### src/rtl/rs_decoder_output_packer_if.sv
// Line write-back handshake between the RS output packer (master) and its consumer (slave).
interface rs_decoder_output_packer_if #(
    parameter int LINE_BYTES = 64
);
    logic                          line_valid;
    logic [8*LINE_BYTES-1:0]       line_data;
    logic [$clog2(LINE_BYTES):0]   line_bytes;
    logic                          line_ready;

    modport master (output line_valid, line_data, line_bytes, input line_ready);
    modport slave  (input line_valid, line_data, line_bytes, output line_ready);
endinterface

### src/rtl/rs_decoder_output_packer.sv
// Packs the RS decoder byte stream into cache lines and buffers them in a small line FIFO.
// Optional statistics counters are enabled by defining RS_DECODER_OUTPUT_PACKER_STATS_EN.
module rs_decoder_output_packer #(
    parameter int LINE_BYTES = 64,
    parameter int FIFO_DEPTH = 8
) (
    input  logic        clk,
    input  logic        reset,
    input  logic        start,
    input  logic [7:0]  data_in,
    input  logic        valid_in,
    input  logic        flush,
    rs_decoder_output_packer_if.master line_if,
    output logic        done,
    output logic        overflow,
`ifdef RS_DECODER_OUTPUT_PACKER_STATS_EN
    output logic [31:0] lines_pushed,
    output logic [31:0] lines_dropped,
    output logic [31:0] bytes_in,
`endif
    output logic        busy
);
    localparam int LW    = 8 * LINE_BYTES;
    localparam int BW    = $clog2(LINE_BYTES) + 1;
    localparam int PTR_W = $clog2(FIFO_DEPTH);
    localparam int CW    = PTR_W + 1;

    typedef enum logic [1:0] {S_IDLE, S_COLLECT, S_FLUSH, S_DRAIN} state_t;

    state_t             r_state, w_state_next;
    logic [LW-1:0]      r_line;
    logic [BW-1:0]      r_fill;
    logic [LW-1:0]      r_mem       [FIFO_DEPTH];
    logic [BW-1:0]      r_mem_bytes [FIFO_DEPTH];
    logic [PTR_W-1:0]   r_wr_ptr, r_rd_ptr;
    logic [CW-1:0]      r_count;
    logic               r_overflow;

    logic [LW-1:0]      w_line_ins;
    logic               w_accept, w_line_done, w_flush_push, w_push, w_full, w_wr, w_pop;
    logic [LW-1:0]      w_push_data;
    logic [BW-1:0]      w_push_bytes;
    logic               w_done;
    logic               w_has;

    // Current line with the incoming byte dropped into slot r_fill.
    genvar gi;
    generate
        for (gi = 0; gi < LINE_BYTES; gi++) begin : g_ins
            assign w_line_ins[8*gi +: 8] = (r_fill == BW'(gi)) ? data_in : r_line[8*gi +: 8];
        end
    endgenerate

    assign w_accept     = (r_state == S_COLLECT) && valid_in && !start;
    assign w_line_done  = w_accept && (r_fill == BW'(LINE_BYTES - 1));
    assign w_flush_push = (r_state == S_FLUSH) && (r_fill != '0) && !start;
    assign w_push       = w_line_done || w_flush_push;
    assign w_push_data  = w_line_done ? w_line_ins : r_line;
    assign w_push_bytes = w_line_done ? BW'(LINE_BYTES) : r_fill;
    // Full test uses the pre-pop count so a same-cycle pop never makes room.
    assign w_full       = (r_count == CW'(FIFO_DEPTH));
    assign w_wr         = w_push && !w_full;
    assign w_has        = (r_count != '0);
    assign w_pop        = w_has && line_if.line_ready && !start;

    always_ff @(posedge clk) begin
        if (reset) r_state <= S_IDLE;
        else       r_state <= w_state_next;
    end

    always_comb begin
        w_state_next = r_state;
        w_done       = 1'b0;
        if (start) begin
            w_state_next = S_COLLECT;
        end else begin
            case (r_state)
                S_IDLE:    w_state_next = S_IDLE;
                S_COLLECT: if (flush) w_state_next = S_FLUSH;
                S_FLUSH:   w_state_next = S_DRAIN;
                S_DRAIN: begin
                    if (!w_has) begin
                        w_done       = 1'b1;
                        w_state_next = S_IDLE;
                    end
                end
                default:   w_state_next = S_IDLE;
            endcase
        end
    end

    always_ff @(posedge clk) begin
        if (reset || start) begin
            r_line     <= '0;
            r_fill     <= '0;
            r_wr_ptr   <= '0;
            r_rd_ptr   <= '0;
            r_count    <= '0;
            r_overflow <= 1'b0;
        end else begin
            // The assembly line is zeroed after every push so partial lines carry zero padding.
            if (w_line_done || r_state == S_FLUSH) begin
                r_line <= '0;
                r_fill <= '0;
            end else if (w_accept) begin
                r_line <= w_line_ins;
                r_fill <= r_fill + 1'b1;
            end
            if (w_wr)  r_wr_ptr <= r_wr_ptr + 1'b1;
            if (w_pop) r_rd_ptr <= r_rd_ptr + 1'b1;
            case ({w_wr, w_pop})
                2'b10:   r_count <= r_count + 1'b1;
                2'b01:   r_count <= r_count - 1'b1;
                default: r_count <= r_count;
            endcase
            if (w_push && w_full) r_overflow <= 1'b1;
        end
    end

    always_ff @(posedge clk) begin
        if (!reset && w_wr) begin
            r_mem[r_wr_ptr]       <= w_push_data;
            r_mem_bytes[r_wr_ptr] <= w_push_bytes;
        end
    end

    assign line_if.line_valid = w_has;
    assign line_if.line_data  = w_has ? r_mem[r_rd_ptr] : '0;
    assign line_if.line_bytes = w_has ? r_mem_bytes[r_rd_ptr] : '0;
    assign done     = w_done;
    assign overflow = r_overflow;
    assign busy     = (r_state != S_IDLE);

`ifdef RS_DECODER_OUTPUT_PACKER_STATS_EN
    logic [31:0] r_lines_pushed, r_lines_dropped, r_bytes_in;

    always_ff @(posedge clk) begin
        if (reset || start) begin
            r_lines_pushed  <= '0;
            r_lines_dropped <= '0;
            r_bytes_in      <= '0;
        end else begin
            if (w_wr && r_lines_pushed != '1)              r_lines_pushed  <= r_lines_pushed + 1'b1;
            if (w_push && w_full && r_lines_dropped != '1) r_lines_dropped <= r_lines_dropped + 1'b1;
            if (w_accept && r_bytes_in != '1)              r_bytes_in      <= r_bytes_in + 1'b1;
        end
    end

    assign lines_pushed  = r_lines_pushed;
    assign lines_dropped = r_lines_dropped;
    assign bytes_in      = r_bytes_in;
`endif
endmodule

### src/flat_wrapper.sv
// flat-port wrapper written by rule: the top's interface ports become plain ports
module rs_decoder_output_packer_flat 
#(
    parameter int LINE_BYTES = 64,
    parameter int FIFO_DEPTH = 8
)
  (clk, reset, start, data_in, valid_in, flush, done, overflow, busy, line_if_line_valid, line_if_line_data, line_if_line_bytes, line_if_line_ready);
  rs_decoder_output_packer_if #(.LINE_BYTES(LINE_BYTES)) line_if_i ();
  input  logic clk;
  input  logic reset;
  input  logic start;
  input  logic [7:0] data_in;
  input  logic valid_in;
  input  logic flush;
  output logic done;
  output logic overflow;
  output logic busy;
  output wire logic [$bits(line_if_i.line_valid)-1:0] line_if_line_valid;
  output wire logic [$bits(line_if_i.line_data)-1:0] line_if_line_data;
  output wire logic [$bits(line_if_i.line_bytes)-1:0] line_if_line_bytes;
  input wire logic [$bits(line_if_i.line_ready)-1:0] line_if_line_ready;
  assign line_if_line_valid = line_if_i.line_valid;
  assign line_if_line_data = line_if_i.line_data;
  assign line_if_line_bytes = line_if_i.line_bytes;
  assign line_if_i.line_ready = line_if_line_ready;
  rs_decoder_output_packer #(.LINE_BYTES(LINE_BYTES), .FIFO_DEPTH(FIFO_DEPTH)) u_core (.clk(clk), .reset(reset), .start(start), .data_in(data_in), .valid_in(valid_in), .flush(flush), .line_if(line_if_i), .done(done), .overflow(overflow), .busy(busy));
endmodule
### config.mk
export PLATFORM = sky130hd
export DESIGN_NAME = rs_decoder_output_packer_flat
export DESIGN_NICKNAME = d
export VERILOG_FILES = /design/src/rtl/rs_decoder_output_packer_if.sv /design/src/rtl/rs_decoder_output_packer.sv /design/src/flat_wrapper.sv
export SDC_FILE = /design/constraint.sdc
export NUM_CORES = 2
export LEC_CHECK = 0
export ABC_CLOCK_PERIOD_IN_PS = 81200
export BUFFER_PORTS_ARGS = -buffer_cell sky130_fd_sc_hd__buf_4
export CORE_ASPECT_RATIO = 0.5
export CORE_MARGIN = 10
export CORE_UTILIZATION = 49
export CTS_BUF_LIST = sky130_fd_sc_hd__clkbuf_4 sky130_fd_sc_hd__clkbuf_8
export CTS_CLUSTER_SIZE = 20
export DETAILED_ROUTE_END_ITERATION = 8
export PLACE_DENSITY_LB_ADDON = 0.2
export REMOVE_ABC_BUFFERS = 1
export SLEW_MARGIN = 20
export SYNTH_ARGS = -nofsm -noshare
export SYNTH_HDL_FRONTEND = slang
export SYNTH_MEMORY_MAX_BITS = 65536
export SYNTH_SLANG_ARGS = --single-unit
### constraint.sdc
create_clock -name clk -period 81.2 [get_ports clk]
set_input_delay 16.24 -clock clk [delete_from_list [all_inputs] [get_ports clk]]
set_output_delay 16.24 -clock clk [all_outputs]
set_load 0.005 [all_outputs]
==> metrics.txt <==
Hold Path Origin u_core.r_line[506]; DRC 0; Static Leak 67.9 nW; CTS tree yes; Mapped Cells 9,032; die width 877 microns; Cells after DPL 13,700; crit path from start; Post-synth EDFFs 4,152; clock share of power 41.6%; part of the cycle the worst path needs 40.7%; Crit path buffers/inverters 3; final wirelength 427,000 microns; Area contributors post-synth edfxtp_1 (69%), mux4_2 (13%), dfxtp_1 (6.0%); PD cells 22.3 nW/um^2; starting density of the core 49.2%; Hold Path Stages 1; Hold WC Path Type register to register; full die area 393,000 sq um; Critical Path Stages 4; Required @ worst endpoint 64,960 ps; CP max stage cell buf_4; total of max-cap violations 0; CTS resizes 0; Sequential Power Share 57.8%; Net Sw Power 0.904 mW; reg-to-reg slack, setup 74,290 ps; synth cell count leaders edfxtp_1 (4,152), mux4_2 (1,038), mux2i_1 (1,028), nor2_1 (977), clkbuf_1 (675); Final min period 33,030 ps; prevailing post-synth register cell edfxtp_1; max incr delay on CP 180 ps; Final HPWL DP 218,000 microns; GP Congestion 0.708; TritonCTS buffer count 647; Setup CP Type input port to output port; clock sinks 4,687; multiplexer area fraction after synthesis 18.9%; total number of vias 83,800; Compound-Gate Fraction of Synth Area 0.0738%; vias in the first global route 87,400; Layout Nets 9,426; wire per inst 28.7 microns; Post-DRT Antenna Nets 0; initial DRC count 7,066; FF-to-FF End u_core.r_mem[5][111]; Port Buf Inserts 536; crit-path cells buf_4 -> inv_1 -> and3_1 -> buf_4; Clk Latency, worst-skew pair 1130 ps; I/O pins 537; Vert. Die Dim 448 microns; share of power burned in combinational logic 0.6%; peak supply drop 13.5 uV; Synth Area in Adders 0.0975%; GRT Overall Usage 21.2%; Syn-to-layout area delta 11.6%; Seq/Total Area, Yosys 75.3%; Hold Path Sink u_core.r_line[506]; fraction of layout cells with a size suffix above 1 30.6%; Slew Limit Headroom 21.9%; Setup Buffers After CTS 0; Synth Area per Inst 19.9 sq um; post-synthesis cell area 180,000 sq um; Synth area leader edfxtp_1; core area 366,000 sq um; count leader, synth edfxtp_1; clk_skew 55.9 ps; reg2reg path depth 8; Critical Path Sink Type output port; initial antenna violation count 14; post-synth top area share 69.4%; main combinational cell family by area after synthesis multiplexers; outcome finished clean; max-slew violations 0; first-pass GRT wire length 613,000 microns; Clock Pin Slew Worst Setup and Hold Paths 60 ps; vias per inst 5.63; Post-Synth XOR/XNOR Area 0.0487%; Simple-Gate Fraction of Synth Area 3.13%; final hold slack 460 ps; setup violators final 0; Fin. Hold Viols 0; Root Driver clkbuf_8; CP top delay family buffers and inverters; Critical Path Start Type input port; setup TNS 0 ps; Post-Layout Cell Count 14,900; r2r startpoint u_core.r_fill[2]; switch share 20.2%; Top cell by count, worst path buf_4; Synth async-reset ratio 0%; Internal Power 3.56 mW; DRT Pass-1 Iters 6; crit path DAT 16,790 ps; Max Fclk 30.3 MHz; cts hold-fix bufs 0; Netlist cell types 55; number of cell rows 157; crit path max fanout 11; Synth Register Bits 4,687; RSZ-0062 raised after global routing no; Slew @ Worst Pin 1170 ps; CTS Buffer Depth 4; Max H-tree Level 6; yosys warns 0; remaining global-route overflow 0; pin count of the biggest net entering global routing 149
-- layer usage --
layer,routed length [microns],vias up,track usage [%]
met5,26,-,0
met4,13700,4,7.01
met3,21300,603,3.23
met2,215000,2304,36.3
met1,176000,44700,28.2
li1,-,36200,-
-- registers in the layout (all words and copies together) (netlist names), named ones only --
signal,cells
u_core.r_line,512
u_core.r_mem_bytes,56
u_core.r_rd_ptr,3
u_core.r_state,2
u_core.r_wr_ptr,3
u_core.r_mem,4096
u_core.r_fill,7
u_core.r_count,4
u_core.overflow,1
-- layout make-up --
| cell class | instances | area, sq um |
|---|---|---|
| Multi-Input combinational cell | 3362 | 40000 |
| Timing Repair Buffer | 692 | 5580 |
| Sequential cell | 4687 | 135000 |
| Clock inverter | 164 | 946 |
| Clock buffer | 1025 | 12400 |
| Antenna cell | 5 | 12.5 |
| Inverter | 8 | 30.0 |
| Fill cell | 27900 | 165000 |
| Tap cell | 4929 | 6170 |
-- metrics by stage --
stage	util, %	power [mW]	setup WS (ps)	cell area, sq um
floorplan	-	2.64	7920	175000
global placement	51.2	2.66	48130	187000
detailed placement	51.2	2.66	48150	187000
CTS	54.9	4.51	48150	201000
global route	54.9	4.62	48120	201000
finish	54.9	4.47	48170	201000
-- worst max-delay path by stage --
stage                     slack [ps]                  to
after floorplan                 7920  u_core.r_mem[0][0]
after global placement         48130                done
after detailed placement       48150                done
after CTS                      48150                done
after global routing           48120                done
final                          48170                done
-- power groups by stage --
stage	Combinational, mW	Sequential, mW	Clock [mW]
after global placement	0.0254	2.64	0
after detailed placement	0.0255	2.64	0
final	0.0251	2.58	1.86
after floorplan	0.00485	2.64	0
after CTS	0.0255	2.58	1.90
after global routing	0.0256	2.58	2.01
-- placed cells by master, fill, tap and decap left out, drive strengths merged, types with 2 or more instances in the layout --
| master | netlist | routed |
|---|---|---|
| inv | 8 | 22 |
| a21oi | 10 | 10 |
| nor2 | 1049 | 1049 |
| xnor2 | 2 | 2 |
| clkinv | 0 | 135 |
| o21ai | 2 | 2 |
| bufinv | 0 | 2 |
| dfxtp | 535 | 535 |
| edfxtp | 4152 | 4152 |
| nor4 | 2 | 2 |
| nor2b | 3 | 3 |
| buf | 298 | 692 |
| ha | 14 | 14 |
| and3 | 11 | 11 |
| mux4 | 1038 | 1038 |
| and2 | 13 | 13 |
| nand2b | 3 | 3 |
| diode | 0 | 5 |
| o211ai | 4 | 4 |
| or2 | 3 | 3 |
| nand2 | 32 | 32 |
| nand4b | 2 | 2 |
| or4b | 2 | 2 |
| nor3b | 4 | 4 |
| clkinvlp | 0 | 13 |
| nor3 | 28 | 28 |
| mux2 | 24 | 24 |
| nand3 | 44 | 44 |
| mux2i | 1028 | 1028 |
| nor4b | 3 | 3 |
| nand3b | 10 | 10 |
| and3b | 9 | 9 |
| clkbuf | 677 | 1025 |
| or3 | 4 | 4 |
| xor2 | 8 | 8 |
| o21bai | 2 | 2 |
| nand4 | 3 | 3 |
-- logic make-up after synthesis --
family | after synthesis
adders and majority gates | 14
and+or+nand+nor | 1227
AOI/OAI and AO/OA | 21
DFF | 4687
xor gates and xnor gates | 10
buffers and inverters | 983
muxes | 2090
Power figures use the tool's default switching activity.
